### config.mk
export PLATFORM = sky130hd
export DESIGN_NAME = kem_seq_ctrl
export DESIGN_NICKNAME = d
export VERILOG_FILES = /design/src/rtl/kem_seq_ctrl_pkg.sv /design/src/rtl/kem_step_timer.sv /design/src/rtl/kem_seq_ctrl.sv
export SDC_FILE = /design/constraint.sdc
export NUM_CORES = 1
export LEC_CHECK = 0
export CAP_MARGIN = 20
export CORE_MARGIN = 4
export CORE_UTILIZATION = 48
export DETAILED_ROUTE_END_ITERATION = 10
export PLACE_DENSITY = 0.74
export SYNTH_ARGS = -nofsm -noshare
export SYNTH_HDL_FRONTEND = slang
export SYNTH_HIERARCHICAL = 1
export SYNTH_SLANG_ARGS = --single-unit
### constraint.sdc
create_clock -name clk_i -period 2.3 [get_ports clk_i]
set_clock_uncertainty 0.2 [all_clocks]
set_input_delay 0.23 -clock clk_i [delete_from_list [all_inputs] [get_ports clk_i]]
set_output_delay 0.23 -clock clk_i [all_outputs]
set_load 0.01 [all_outputs]
### src/rtl/kem_seq_ctrl_pkg.sv
// Shared types for the ML-KEM top-level sequencer.
package kem_seq_ctrl_pkg;

    // One-hot operation request from the host.
    typedef enum logic [2:0] {
        MODE_KEYGEN = 3'b001,
        MODE_ENCAP  = 3'b010,
        MODE_DECAP  = 3'b100
    } kem_mode_t;

    // Completion status reported alongside done_o.
    typedef enum logic [1:0] {
        ERR_NONE    = 2'd0,
        ERR_BADMODE = 2'd1,
        ERR_NOKEY   = 2'd2,
        ERR_TIMEOUT = 2'd3
    } kem_err_t;

    // Raw state codes, kept for tools that only see plain vectors.
    localparam logic [2:0] ST_IDLE  = 3'd0;
    localparam logic [2:0] ST_ISSUE = 3'd1;
    localparam logic [2:0] ST_WAIT  = 3'd2;
    localparam logic [2:0] ST_DONE  = 3'd3;
    localparam logic [2:0] ST_ERROR = 3'd4;

    typedef enum logic [2:0] {
        S_IDLE  = ST_IDLE,
        S_ISSUE = ST_ISSUE,
        S_WAIT  = ST_WAIT,
        S_DONE  = ST_DONE,
        S_ERROR = ST_ERROR
    } kem_seq_state_t;

    // True when exactly one request bit is set.
    function automatic logic mode_is_onehot(input logic [2:0] m);
        return (m == 3'b001) || (m == 3'b010) || (m == 3'b100);
    endfunction

endpackage

### src/rtl/kem_step_timer.sv
// Per-step watchdog: saturating cycle counter flagging the last allowed WAIT cycle.
module kem_step_timer #(
    parameter int unsigned TIMEOUT = 1024
) (
    input  logic clk_i,
    input  logic rst_n_i,
    input  logic clr_i,
    input  logic en_i,
    output logic expired_o
);

    localparam int unsigned TW = $clog2(TIMEOUT);
    localparam logic [TW-1:0] LAST = TW'(TIMEOUT - 1);

    logic [TW-1:0] cnt_q, cnt_d;

    // Clear wins; otherwise count while enabled and stick at the limit.
    always_comb begin
        cnt_d = cnt_q;
        if (clr_i) begin
            cnt_d = '0;
        end else if (en_i && (cnt_q != LAST)) begin
            cnt_d = cnt_q + TW'(1);
        end
    end

    // Counter register.
    always_ff @(posedge clk_i or negedge rst_n_i) begin
        if (!rst_n_i) begin
            cnt_q <= '0;
        end else begin
            cnt_q <= cnt_d;
        end
    end

    assign expired_o = (cnt_q == LAST);

endmodule

### src/rtl/kem_seq_ctrl.sv
// ML-KEM top-level sequencer: walks a per-mode list of engine invocations.
module kem_seq_ctrl
    import kem_seq_ctrl_pkg::*;
#(
    parameter int unsigned N_ENG     = 4,
    parameter int unsigned IDX_W     = $clog2(N_ENG),
    parameter int unsigned MAX_STEPS = 8,
    parameter int unsigned TIMEOUT   = 1024,
    parameter int unsigned KG_LEN    = 3,
    parameter int unsigned EN_LEN    = 4,
    parameter int unsigned DE_LEN    = 4,
    parameter logic [MAX_STEPS*IDX_W-1:0] KG_SEQ = (MAX_STEPS*IDX_W)'(32'h0000_0024),
    parameter logic [MAX_STEPS*IDX_W-1:0] EN_SEQ = (MAX_STEPS*IDX_W)'(32'h0000_00E4),
    parameter logic [MAX_STEPS*IDX_W-1:0] DE_SEQ = (MAX_STEPS*IDX_W)'(32'h0000_0079)
) (
    input  logic                                   clk_i,
    input  logic                                   rst_n_i,
    input  logic                                   run_i,
    input  kem_mode_t                              mode_i,
    input  logic                                   abort_i,
    output logic [N_ENG-1:0]                       start_o,
    input  logic [N_ENG-1:0]                       done_i,
    output logic                                   ready_o,
    output logic                                   busy_o,
    output logic [((MAX_STEPS > 1) ? $clog2(MAX_STEPS) : 1)-1:0] step_o,
    output logic                                   done_o,
    output logic                                   err_o,
    output kem_err_t                               err_code_o,
    output logic                                   key_valid_o
);

    localparam int unsigned SW = (MAX_STEPS > 1) ? $clog2(MAX_STEPS) : 1;

    // Reject impossible step counts at elaboration.
    if (KG_LEN < 1 || KG_LEN > MAX_STEPS) begin : g_bad_kg_len
        $error("KG_LEN must be in 1..MAX_STEPS");
    end
    if (EN_LEN < 1 || EN_LEN > MAX_STEPS) begin : g_bad_en_len
        $error("EN_LEN must be in 1..MAX_STEPS");
    end
    if (DE_LEN < 1 || DE_LEN > MAX_STEPS) begin : g_bad_de_len
        $error("DE_LEN must be in 1..MAX_STEPS");
    end
    if (TIMEOUT < 2) begin : g_bad_timeout
        $error("TIMEOUT must be at least 2");
    end

    kem_seq_state_t state_q, state_d;
    kem_mode_t      mode_q, mode_d;
    kem_err_t       err_q, err_d;
    logic [SW-1:0]  step_q, step_d;
    logic           key_valid_q, key_valid_d;

    logic [MAX_STEPS*IDX_W-1:0] seq_c;
    logic [SW-1:0]              last_c;
    logic [IDX_W-1:0]           eng_c;
    logic                       tmo_c;

    // Engine for the current step, selected from the latched mode's list.
    always_comb begin
        seq_c  = KG_SEQ;
        last_c = SW'(KG_LEN - 1);
        case (mode_q)
            MODE_ENCAP: begin
                seq_c  = EN_SEQ;
                last_c = SW'(EN_LEN - 1);
            end
            MODE_DECAP: begin
                seq_c  = DE_SEQ;
                last_c = SW'(DE_LEN - 1);
            end
            default: ;
        endcase
        eng_c = seq_c[step_q*IDX_W +: IDX_W];
    end

    kem_step_timer #(
        .TIMEOUT (TIMEOUT)
    ) u_timer (
        .clk_i     (clk_i),
        .rst_n_i   (rst_n_i),
        .clr_i     (state_q == S_ISSUE),
        .en_i      (state_q == S_WAIT),
        .expired_o (tmo_c)
    );

    // Next-state logic; abort overrides every other input.
    always_comb begin
        state_d     = state_q;
        mode_d      = mode_q;
        err_d       = err_q;
        step_d      = step_q;
        key_valid_d = key_valid_q;
        if (abort_i) begin
            state_d     = S_IDLE;
            step_d      = '0;
            key_valid_d = 1'b0;
        end else begin
            case (state_q)
                S_IDLE: begin
                    if (run_i) begin
                        if (!mode_is_onehot(mode_i)) begin
                            state_d = S_ERROR;
                            err_d   = ERR_BADMODE;
                        end else if ((mode_i == MODE_DECAP) && !key_valid_q) begin
                            state_d = S_ERROR;
                            err_d   = ERR_NOKEY;
                        end else begin
                            state_d = S_ISSUE;
                            mode_d  = mode_i;
                            step_d  = '0;
                            err_d   = ERR_NONE;
                        end
                    end
                end
                S_ISSUE: state_d = S_WAIT;
                S_WAIT: begin
                    // A done in the last allowed cycle beats the timeout.
                    if (done_i[eng_c]) begin
                        if (step_q == last_c) begin
                            state_d = S_DONE;
                            if (mode_q == MODE_KEYGEN) begin
                                key_valid_d = 1'b1;
                            end
                        end else begin
                            state_d = S_ISSUE;
                            step_d  = step_q + SW'(1);
                        end
                    end else if (tmo_c) begin
                        state_d = S_ERROR;
                        err_d   = ERR_TIMEOUT;
                    end
                end
                S_DONE: begin
                    state_d = S_IDLE;
                    err_d   = ERR_NONE;
                end
                S_ERROR: state_d = S_IDLE;
                default: state_d = S_IDLE;
            endcase
        end
    end

    // State, context and status registers.
    always_ff @(posedge clk_i or negedge rst_n_i) begin
        if (!rst_n_i) begin
            state_q     <= S_IDLE;
            mode_q      <= MODE_KEYGEN;
            err_q       <= ERR_NONE;
            step_q      <= '0;
            key_valid_q <= 1'b0;
        end else begin
            state_q     <= state_d;
            mode_q      <= mode_d;
            err_q       <= err_d;
            step_q      <= step_d;
            key_valid_q <= key_valid_d;
        end
    end

    // Start pulse decoded purely from the state and step registers.
    always_comb begin
        start_o = '0;
        if (state_q == S_ISSUE) begin
            start_o[eng_c] = 1'b1;
        end
    end

    assign ready_o     = (state_q == S_IDLE);
    assign busy_o      = (state_q == S_ISSUE) || (state_q == S_WAIT);
    assign done_o      = (state_q == S_DONE) || (state_q == S_ERROR);
    assign err_o       = (state_q == S_ERROR);
    assign step_o      = step_q;
    assign err_code_o  = err_q;
    assign key_valid_o = key_valid_q;

endmodule

Word level (Yosys, flattened, before mapping):

Index checks and enable logic that the tools add are counted.

* memories kept: 0
* ROM bits: 0
* input port bits: 11
* bits in writable memories: 0
* bits in latches: 0
* flip-flop bits (word level): 22
* output and inout bits: 14
* logic and storage cells: 92

* reductions and logical operators: 22
* bitwise logic cells: 2
* div/mod/pow operators: 0
* equal/unequal tests: 22
* multiplexer cells: 35
* shift-type cells: 1
* $mul: 0
* $lt $le $gt $ge: 2
* add/sub/neg operators: 2

Operator list (number)
* 3-bit two-way mux: 12
* 10-bit two-way mux: 2
* 8-bit case mux with 2 select lines: 1
* 16-bit by 5-bit indexed part select with 2-bit output: 1
* 3-bit by 2-bit equality test with 1-bit output, second input constant: 4
* 2-bit two-way mux: 6
* 3-bit inequality test, second input constant: 4
* 10-bit by 1-bit adder with 10-bit output, second input constant: 1
* 10-bit equality test, second input constant: 1
* 10-bit inequality test, second input constant: 1
* 5-bit AND reduction: 2
* 2-bit nonzero test: 5
* 3-bit by 1-bit equality test with 1-bit output, second input constant: 3
* 3-bit equality test, second input constant: 3
* 3-bit case mux with 3 select lines: 1
* 1-bit two-way mux: 8
* 2-bit inequality test, second input constant: 3
* 2-bit case mux with 3 select lines: 1
* 3-bit case mux with 2 select lines: 1
* 6-bit AND reduction: 1
* 3-bit nonzero test: 2
* 1-bit logical OR: 4
* 4-bit two-way mux: 1
* 4-bit inequality test, second input constant: 1
* other kinds (14): 17

Logic depth before layout (Yosys ltp):

Gate-level depths: netlist of the first run.

* depth in word-level cells: 8
* mapped depth: 8
* depth with buffers taken out: 7

Modules after synthesis:

The synthesis of the first run kept the hierarchy.

Modules (own cells, without submodules)
* kem_seq_ctrl: instances 1, seq. area each 301.5 um2, area an instance 1018.5 um2, cells each 122
* kem_step_timer: instances 1, seq. area each 250.2 um2, area an instance 540.5 um2, cells each 57

Worst setup path after synthesis of the first run:

OpenSTA, ideal clock, no wires.

* path kind: register to register
* start point: register step_q[0], in the netlist step_o[0]
* end point: register step_q[0], in the netlist step_o[0]
* setup time: 124 ps
* setup slack: 66 ps
* clock period less this slack: 2234 ps
* data required time: 1976 ps
* cell stages (with the launch flop): 9
* arrival time: 1910 ps
* path buffers: 2
* path through: dfrtp_1 buf_2 and2b_1 nor3_2 a311oi_2 mux2_4 buf_6 a31o_1 o31a_1

* word-level cells in the longest chain between the ends: 5
* elaborated cells on any way between the ends: 12
* classes of those cells: 1 x add/sub; 3 x eq/ne; 1 x shift; 6 x mux; 1 x reduce/logical

Ends and longest elaborated chain
* from (decl): RTL line kem_seq_ctrl.sv:51 `logic [SW-1:0] step_q, step_d;`
* from (signal assigned): RTL line kem_seq_ctrl.sv:156 `step_q <= step_d;`
* 16-bit by 5-bit indexed part select with 2-bit output / 3-bit by 1-bit adder with 3-bit output (equally long branches): RTL line kem_seq_ctrl.sv:74, kem_seq_ctrl.sv:127
* 1-bit binary-select mux with 2-bit select / 3-bit two-way mux (equally long branches): RTL line kem_seq_ctrl.sv:119, kem_seq_ctrl.sv:120
* 1-bit two-way mux (not written as such) / 3-bit two-way mux (equally long branches): RTL line kem_seq_ctrl.sv:119 `if (done_i[eng_c]) begin`
* 3-bit inequality test (no source line) / 3-bit case mux with 2 select lines (equally long branches)
* 6-bit AND reduction (no source line) / 3-bit two-way mux (equally long branches)

Several ways; a longest one is shown, not always the timed one. The select of a mux whose other input is x is not followed.
A chain may end at the register's enable or synchronous reset.

Final worst setup path of the first run:

* start point: register mode_q[0]
* end point: output port start_o[1]

* word-level cells in the longest chain between the ends: 8
* elaborated cells on any way between the ends: 10
* classes of those cells: 2 x order compare; 2 x eq/ne; 1 x shift; 4 x mux; 1 x reduce/logical

Ends and longest elaborated chain
* from (decl): RTL line kem_seq_ctrl.sv:49 `kem_mode_t mode_q, mode_d;`
* from (signal assigned): RTL line kem_seq_ctrl.sv:154 `mode_q <= mode_d;`
* 3-bit equality test / 3-bit by 2-bit equality test with 1-bit output (equally long branches): RTL line kem_seq_ctrl.sv:63 `case (mode_q)`
* 8-bit case mux with 2 select lines (*): RTL line kem_seq_ctrl.sv:63
* 16-bit by 5-bit indexed part select with 2-bit output (*): RTL line kem_seq_ctrl.sv:74 `eng_c = seq_c[step_q*IDX_W +: IDX_W];`
* 2-bit by 3-bit < comparator with 1-bit output (not written as such) / 2-bit by 1-bit greater-or-equal comparator with 1-bit output (equally long branches): RTL line kem_seq_ctrl.sv:165 `start_o[eng_c] = 1'b1;`
* 1-bit logical AND (not written as such): RTL line kem_seq_ctrl.sv:165
* 1-bit two-way mux (not written as such): RTL line kem_seq_ctrl.sv:165
* 1-bit demux with 2-bit select (*): RTL line kem_seq_ctrl.sv:165
* 4-bit two-way mux (*): RTL line kem_seq_ctrl.sv:164 `if (state_q == S_ISSUE) begin`
* to (decl): RTL line kem_seq_ctrl.sv:21 `output logic [N_ENG-1:0] start_o,`

Mark *: on every way between the ends. The rest lies on a longest branch, timed or not.

==> impl_metrics.toml, run 1 <==
[outcome]
outcome = "finished, violations left"
violations = "setup timing"

[clock_network]
clock_latency_ns = 0.31
numCtsBuffers = 3
clk_pin_slew_ns = 0.14
cts_sinks = 22
cts_hold_buf = 0
cts_tree = "built"
clockRootBuffer = "clkbuf_4"
cts_buffer_depth = 2
cts_max_level = 1

[die]
core_area_um2 = 3080
die_x_um = 65.0
pin_count = 25
die_area_um2 = 4220
rows = 20
fp.dieH_um = 65.0
start_util_pct = 50.7

[setup_path]
path_class = "flip-flop to output port"
critPathCaptureType = "output port"
cp_data_arrival_time_ns = 1.89
start_kind = "flip-flop"
required_ns = 1.87
crit_fanout = 4

[placed_design]
dp.cells = 266
place.gp.congestion = 0.869
io_buffers = 24
dpl.hpwl_mm = 3.08
dp_slack_ns = -0.0862

[logic_synthesis]
synth.top_cell.area_share_pct = 33.7
netlist_instances = 179
syn-num-nets = 192
ys_ff_latch = 22
synth_top_family_by_area = "simple AND/OR/NAND/NOR gates"
yosysTopAreaCell = "dfrtp_1"
synth_flop_cell = "dfrtp_1"
ys_seq_area_share_pct = 35.4
synth_xor_area_share_pct = 2.25
synth_area_leaders = "dfrtp_1, nand2_1, nor2_1, nand3_1, nor2b_1"
yosysUniqueCellTypes = 62
synth_compound_area_share_pct = 20.2
syn_area_um2 = 1560
synthArstFlopShare_pct = 100
yosys.area_share.simple_pct = 31.6
syn-mean-instance-area_um2 = 8.71
synth-adder-area-share_pct = 1.61
ys_warn_count = 6
synth_mux_area_share_pct = 4.41
synth-edff-count = 0

[timing]
tightestPinTransition_ns = 0.471
max_slew_margin_pct = 68.4
period_needed_ns = 2.32
finalSetupViolCount = 3
max_freq_mhz = 430
fin_tns_setup_ns = -0.0248
finalHoldViolations = 0
rsz0062_at_grt = "true"
min_period_over_period_pct = 101
slew_violations = 0
worst_slack_ns = -0.0235

[routing]
routed-via-count = 1626
vias_per_cell = 5.87
post_drt_wl_per_cell_um = 15.6
routed_wl_mm = 4.31
drt_iter0_drc = 77
first_pass_iters = 6
ant_nets = 0
drcViolationCount = 0

[layout]
synthToLayoutAreaGrowth_pct = 43.1
finish.utilization_pct = 72.5
n_antenna_cell = 0
fin_nets = 247
layout-drive-gt1-share_pct = 30.0
fillers = 230
layout.cells.non_filler = 277

[power]
vdd_drop_max_uv = 271
total_power_mw = 1.19
p_leak_nw = 0.968
p_per_area_nw_per_um2 = 533

[min_path]
min_path_type = "input port to asynchronous set/reset pin"

[grt]
track_usage_pct = 21.1
grt_max_degree = 23
overflow = 0
antenna_found_initial = 0
grt_pass1_vias = 1599
grt_pass1_wl_mm = 7.18

[flow_run]
drv_cap = 0
## power by group
| part | switching (mW) | internal [mW] |
|---|---|---|
| clock network | 0.125 | 0.176 |
| registers | 0.0265 | 0.423 |
| logic | 0.204 | 0.234 |
## cells in the mapped netlist, types with 2 or more instances
library cell	n
dfrtp_1	21
nand2_1	16
nor2_1	16
nand3_1	10
a21oi_1	8
inv_1	8
nor2b_1	7
o21ai_0	6
nor3_1	5
nand2b_1	4
nand4_1	4
a31oi_1	3
and3_1	3
clkbuf_1	3
mux2_2	3
nor3b_1	3
o211ai_1	3
or4_1	3
a32oi_1	2
buf_2	2
ha_1	2
mux2i_1	2
nor4_1	2
o2111ai_1	2
or3_1	2
xnor2_1	2
xor2_1	2
## registers in the layout, summed over array words and instances, names as in the netlist
signal	flops
u_timer/cnt_q	10
step_o	3
key_valid_o	1
state_q	3
err_code_o	2
mode_q	3
## layout make-up
type / instances / area [µm²] / area share [%]
multi-input combinational: 143 / 1070 / 48.2
sequential: 22 / 553 / 24.8
timing repair buffer: 56 / 465 / 20.9
tap: 44 / 55.1 / 2.47
clock inverter: 1 / 30.0 / 1.35
inverter: 8 / 30.0 / 1.35
clock buffer: 3 / 22.5 / 1.01
## what timing repair did
action,4_1_cts,5_1_grt
hold endpoints to repair,0,0
pin swaps,8,2
cloned,1,0
endpoints found under the setup margin,10,9
resized for setup,27,14
buffers inserted,6,2
## cells by family (layout without fill, tap and decap cells)
logic type,Yosys count,count (layout)
adder cells (fa/ha/maj),2,2
AND/OR/NAND/NOR,87,87
flip-flops,22,22
AO/OA/AOI/OAI,43,43
XOR/XNOR,4,4
multiplexers,6,7
buffers and inverters,15,68
## path summary, 6_finish.rpt
path / startpoint / end / slack, ns / depth (start not counted)
min in group clk_i: err_code_o[0] / err_code_o[0] / 0.32 / 1
worst min register to register: err_code_o[0] / err_code_o[0] / 0.32 / 1
worst max register to register: mode_q[0] / step_o[1] / 0 / 8
worst max-delay path: mode_q[0] / start_o[1] / -0.02 / 7
worst min-delay path: rst_n_i / state_q[0] / 0.05 / 2
max in group asynchronous: rst_n_i / mode_q[0] / 1.57 / 2
## per-layer routing
layer	up-vias	GRT usage, %	wire length [µm]	part of all wire (%)
met1	775	27.4	1930	45
met4	0	6.86	81	1.9
met5	-	0	0	0
met2	56	35.8	2130	49
met3	12	3.12	179	4.1
li1	783	-	-	-
## layout by cell type, fill, tap and decap left out, types with 2 or more instances in the layout
cell             synthesis  routed
and3_1                   3       3
inv_1                    8       8
or3_1                    2       2
nor3_1                   5       4
ha_1                     2       2
o211ai_1                 3       3
mux2_2                   3       4
buf_4                    1      31
mux2i_1                  2       2
nor3_4                   1       2
clkbuf_4                 0       3
buf_2                    2       4
o21ai_0                  6       6
nand2_1                 16      16
nand2b_1                 4       4
nand3_1                 10       9
xnor2_1                  2       2
nand4_1                  4       4
a21oi_1                  8       7
nor2_1                  16      16
nor2b_1                  7       7
or4_1                    3       3
dfrtp_1                 21      20
a32oi_1                  2       2
nor3b_2                  1       2
xor2_1                   2       2
clkdlybuf4s50_1          0      18
nor4_1                   2       2
## through the flow
step	instance area (µm²)	hold WS, ns
floorplan	1560	-0.266
global placement	2010	0.294
detailed placement	2010	0.296
CTS	2130	0.0486
global route	2230	0.0648
finish	2230	0.0496
## critical path, cell delays in order (launching register included)
cell and delay (ns):
dfstp_2 0.41, or3b_4 0.41, nor3_4 0.14, a311oi_2 0.08
buf_4 0.16, buf_6 0.11, nor3_2 0.13, buf_2 0.15
Power figures use the tool's default switching activity.
==> run 2, diff against run 1 <==
--- a/config.mk
+++ b/config.mk
@@ -6,7 +6,7 @@
 export NUM_CORES = 1
 export LEC_CHECK = 0
 export CAP_MARGIN = 20
-export CORE_MARGIN = 4
+export CORE_MARGIN = 10
 export CORE_UTILIZATION = 48
 export DETAILED_ROUTE_END_ITERATION = 10
 export PLACE_DENSITY = 0.74
==> run 2 against run 1 <==
Compared with the run above: the run still ends with setup timing left; highest routed layer unchanged; worst setup slack gained 0.013 ns; sequential power is essentially flat; clock power is essentially flat; routed wire length grew 5.9%; register-to-register slack is essentially flat; design area shrank 3.0%; cell count shrank 1.1%; critical path depth shrank 1; critical path type unchanged; die area grew 40%; maximum frequency grew 0.54%; combinational power shrank 9.8%; global-route usage shrank 6.7 points.
==> impl_metrics.toml, run 2 (same netlist as run 1, synthesis figures left out) <==
[routing]
drcViolationCount = 0
routed-via-count = 1631
drt_iter0_drc = 132
vias_per_cell = 5.95
first_pass_iters = 4
ant_nets = 0
post_drt_wl_per_cell_um = 16.7
routed_wl_mm = 4.57

[placed_design]
place.gp.congestion = 0.857
dpl.hpwl_mm = 3.28
dp_slack_ns = -0.0481
io_buffers = 24

[layout]
layout-drive-gt1-share_pct = 26.5
fin_nets = 244
largest_reg_flops = 10
area.sequential_um2 = 553
synthToLayoutAreaGrowth_pct = 38.8
regMostFlops = "u_timer/cnt_q"
n_antenna_cell = 0
multiInputGateArea_um2 = 1030
final_cell_mix = "buf_4, dfrtp_1, clkdlybuf4s50_1"
final_common_cell = "buf_4"
fillers = 251

[clock_network]
clock_latency_ns = 0.32
cts_tree = "built"
cts_buffer_depth = 2
cts_sinks = 22
numCtsBuffers = 3
clockRootBuffer = "clkbuf_4"
clk_pin_slew_ns = 0.14
cts_max_level = 1

[setup_path]
cp_data_arrival_time_ns = 1.88
crit_fanout = 4
start_kind = "flip-flop"
path_class = "flip-flop to output port"
critPathBufInv = 2
crit_path_top_delay_cell = "or3b_4"
r2r_cells = 7
r2r-start = "mode_q[0]"
cp_num_cells = 6
regToRegSetupSlack_ns = 0.01
required_ns = 1.87
r2r_end = "step_o[0]"
path_delay_family = "simple AND/OR/NAND/NOR gates"
max_stage_delay_ns = 0.41
crit_chain = "or3b_4 -> nor3_4 -> a311oi_2 -> buf_4 -> nor3_1 -> buf_2"
critPathCaptureType = "output port"

[timing]
period_needed_ns = 2.31
rsz0062_at_grt = "true"
tightestPinTransition_ns = 0.583
min_period_over_period_pct = 100
max_slew_margin_pct = 60.9
finalHoldViolations = 0
slew_violations = 0
fin_tns_setup_ns = -0.0109
worst_slack_ns = -0.0109
max_freq_mhz = 433
finalSetupViolCount = 1

[flow_run]
drv_cap = 0

[power]
p_per_area_nw_per_um2 = 531
vdd_drop_max_uv = 396
p_leak_nw = 0.941

[grt]
grt_pass1_vias = 1623
antenna_found_initial = 0
overflow = 0
track_usage_pct = 14.4
grt_max_degree = 23
grt_pass1_wl_mm = 7.26

[die]
rows = 20
fp.dieH_um = 77.0
die_area_um2 = 5930
core_area_um2 = 3080
start_util_pct = 50.7
die_x_um = 77.0
pin_count = 25

[outcome]
violations = "setup timing"
outcome = "finished, violations left"

[min_path]
min_path_type = "input port to asynchronous set/reset pin"
[run 2: how the worst max path moves through the flow]
stage / start / end / slack (ns)
2_1_floorplan: step_o[0] / step_o[0] / 0.07
3_3_place_gp: mode_q[0] / start_o[0] / 0.02
3_5_place_dp: mode_q[1] / start_o[1] / -0.05
4_1_cts: mode_q[0] / state_q[1] / -0.02
5_1_grt: mode_q[0] / state_q[1] / -0.10
6_report: mode_q[1] / start_o[1] / -0.01
[run 2: area by class of cell]
cell class,instances,share of cell area [%]
multi-input combinational,143,47.5
sequential,22,25.5
timing repair buffer,53,20.6
tap,44,2.54
clock inverter,1,1.39
inverter,8,1.39
clock buffer,3,1.04
[run 2: routing by layer]
metal / track usage [%] / vias up / wire (µm) / share of wire [%]
li1: - / 770 / - / -
met1: 16.6 / 791 / 1990 / 44
met2: 25.2 / 53 / 2240 / 49
met3: 2.45 / 17 / 203 / 4.4
met4: 6.57 / 0 / 138 / 3.0
met5: 0 / - / 0 / 0
[run 2: where the power goes]
group | total, mW | leakage (nW) | internal, mW | switching [mW]
Sequential | 0.449 | 0.291 | 0.423 | 0.0259
Clock | 0.304 | 0.0279 | 0.176 | 0.128
Combinational | 0.395 | 0.622 | 0.205 | 0.189
[run 2: metrics by stage]
| stage | utilization [%] | hold WS [ns] | std cells | power [mW] | area, µm² |
|---|---|---|---|---|---|
| floorplan | - | -0.266 | 179 | 0.654 | 1560 |
| global placement | 65.3 | 0.292 | 266 | 0.788 | 2010 |
| detailed placement | 65.3 | 0.285 | 266 | 0.799 | 2010 |
| CTS | 68.8 | 0.0541 | 274 | 1.13 | 2120 |
| global route | 70.3 | 0.0583 | 274 | 1.20 | 2160 |
| finish | 70.3 | 0.0464 | 274 | 1.15 | 2160 |
[run 2: what timing repair did]
item                                    in CTS  in global routing
setup buffers                                3                  0
endpoints found under the setup margin       8                 15
gates resized for setup                     23                  8
pin swaps                                    7                  6
hold buffers                                 0                  0
cloned                                       1                  0
[run 2: worst register-to-register path, delay by kind of cell, from the launching register on]
family                 cells  cell delay [ns]
AO/OA/AOI/OAI              3             0.67
multiplexers               1             0.35
AND/OR/NAND/NOR            2             0.19
buffers and inverters      1             0.20
flip-flops                 1             0.58
==> run 3, diff against run 2 <==
--- a/config.mk
+++ b/config.mk
@@ -6,10 +6,12 @@
 export NUM_CORES = 1
 export LEC_CHECK = 0
 export CAP_MARGIN = 20
+export CELL_PAD_IN_SITES_DETAIL_PLACEMENT = 0
+export CELL_PAD_IN_SITES_GLOBAL_PLACEMENT = 1
 export CORE_MARGIN = 10
-export CORE_UTILIZATION = 48
+export CORE_UTILIZATION = 36
 export DETAILED_ROUTE_END_ITERATION = 10
-export PLACE_DENSITY = 0.74
+export PLACE_DENSITY = 0.73
 export SYNTH_ARGS = -nofsm -noshare
 export SYNTH_HDL_FRONTEND = slang
 export SYNTH_HIERARCHICAL = 1
==> run 3 against run 2 <==
Compared with the run above: the run now ends clean; maximum frequency up 2.1%; critical path depth up 2; clock power down 8.6%; non-clock buffer count up 4; global-route usage down 2.7 points; cell count up 3.6%; sequential share of layout area down 0.22 points; utilization down 17 points; via count down 6.2%; worst setup slack better by 0.047 ns; sequential cell count unchanged.
==> impl_metrics.toml, run 3 (same netlist as run 1, synthesis figures left out) <==
[layout]
final_common_cell = "buf_4"
multiInputGateArea_um2 = 1000
area.sequential_um2 = 552
layout-drive-gt1-share_pct = 26.9
fin_nets = 248
fillers = 374
layout.cells.non_filler = 284
largest_reg_flops = 10
fin_area_um2 = 2180
regMostFlops = "u_timer/cnt_q"
final_cell_mix = "buf_4, dfrtp_1, clkdlybuf4s50_1"
n_antenna_cell = 0
synthToLayoutAreaGrowth_pct = 39.7

[placed_design]
io_buffers = 24
dp.cells = 277
place.gp.congestion = 0.793
dpl.hpwl_mm = 3.27
place_area_um2 = 2050

[setup_path]
max_stage_delay_ns = 0.58
critPathCaptureType = "flip-flop"
r2r_end = "step_o[2]"
required_ns = 2.30
crit_path_end = "step_o[2]"
crit_chain = "o21ai_1 -> and4_1 -> a311oi_2 -> buf_4 -> buf_6 -> mux2_4 -> a211o_1 -> nand3_1"
crit_fanout = 6
critPathBufInv = 2
start_kind = "flip-flop"
crit_path_start = "mode_q[0]"
cp_num_cells = 8
crit_path_top_delay_cell = "dfstp_2"
path_delay_family = "compound AO/OA/AOI/OAI gates"
path_class = "flip-flop to flip-flop"
regToRegSetupSlack_ns = 0.04
cp_data_arrival_time_ns = 2.26
r2r_cells = 8
r2r-start = "mode_q[0]"

[die]
die_area_um2 = 7360
fp.dieH_um = 85.8
core_area_um2 = 4090
die_x_um = 85.8
rows = 23
pin_count = 25
start_util_pct = 38.2

[grt]
grt_pass1_wl_mm = 7.39
grt_max_degree = 23
track_usage_pct = 11.7
overflow = 0
grt_pass1_vias = 1566
antenna_found_initial = 0

[routing]
routed-via-count = 1530
routed_wl_mm = 4.24
ant_nets = 0
first_pass_iters = 4
drt_iter0_drc = 103
post_drt_wl_per_cell_um = 14.9
drcViolationCount = 0
vias_per_cell = 5.39

[power]
p_comb_share_pct = 35.9
p_switching_uw = 334
p_leak_nw = 0.949
p_per_area_nw_per_um2 = 524
p_sw_share_pct = 29.2
vdd_drop_max_uv = 330
p_int_uw = 808
sequentialPowerShare_pct = 39.8
clockPowerShare_pct = 24.3
total_power_mw = 1.14

[timing]
tightestPinTransition_ns = 0.598
finalHoldViolations = 0
fin_tns_setup_ns = 0
max_slew_margin_pct = 59.9
max_freq_mhz = 442
rsz0062_at_grt = "true"
whs_ns = 0.118
slew_violations = 0
period_needed_ns = 2.26
min_period_over_period_pct = 98.4
finalSetupViolCount = 0

[clock_network]
numCtsBuffers = 3
cts_sinks = 22
clock_latency_ns = 0.26
cts_max_level = 1
clk_pin_slew_ns = 0.08
cts_tree = "built"
cts_buffer_depth = 2
clockRootBuffer = "clkbuf_8"

[min_path]
min_path_type = "input port to asynchronous set/reset pin"

[outcome]
outcome = "finished clean"

[flow_run]
drv_cap = 0
-- run 3: worst min path at each step --
stage	startpoint	endpoint	slack (ns)	cells past startpoint
4_1_cts	rst_n_i	err_code_o[0]	0.13	2
3_3_place_gp	err_code_o[0]	err_code_o[0]	0.28	1
3_5_place_dp	err_code_o[0]	err_code_o[0]	0.28	1
2_1_floorplan	rst_n_i	err_code_o[0]	-0.27	0
6_report	rst_n_i	err_code_o[0]	0.12	2
5_1_grt	rst_n_i	err_code_o[0]	0.13	2
-- run 3: timing repair --
action / in CTS / in global routing
setup buffers: 3 / 0
hold buffers: 0 / 0
gates resized for setup: 21 / 8
cloned: 1 / 0
pin swaps: 7 / 5
endpoints found under the setup margin: 9 / 13
-- run 3: power groups by stage --
stage,sequential [mW],combinational [mW],clock [mW]
finish,0.454,0.409,0.278
global route,0.459,0.445,0.304
CTS,0.453,0.403,0.290
detailed placement,0.461,0.366,0
global placement,0.459,0.358,0
floorplan,0.464,0.190,0
-- run 3: cell type report --
type | instances | share of cell area (%)
clock buffer | 4 | 2.53
inverter | 8 | 1.38
multi-input combinational | 143 | 46.0
sequential | 22 | 25.3
tap | 50 | 2.87
timing repair buffer | 57 | 21.9
-- run 3: worst register-to-register path, delay by kind of cell, from the launching register on --
| family | cells | cell delay, ns |
|---|---|---|
| flip-flops | 1 | 0.58 |
| multiplexers | 1 | 0.35 |
| buffers and inverters | 2 | 0.26 |
| AO/OA/AOI/OAI | 3 | 0.58 |
| AND/OR/NAND/NOR | 2 | 0.24 |
-- run 3: routing by layer --
layer	wire (µm)	vias up	global-route usage, %
li1	-	772	-
met1	1860	725	13.9
met2	2150	31	20.9
met3	211	2	2.37
met4	14	0	2.69
met5	0	-	0
-- run 3: through the flow --
| step | setup WS (ns) | util [%] |
|---|---|---|
| finish | 0.0362 | 53.3 |
| global route | -0.0622 | 53.3 |
| CTS | -0.0184 | 52.7 |
| detailed placement | -0.0579 | 50.3 |
| global placement | -0.00966 | 50.3 |
| floorplan | 0.0657 | - |
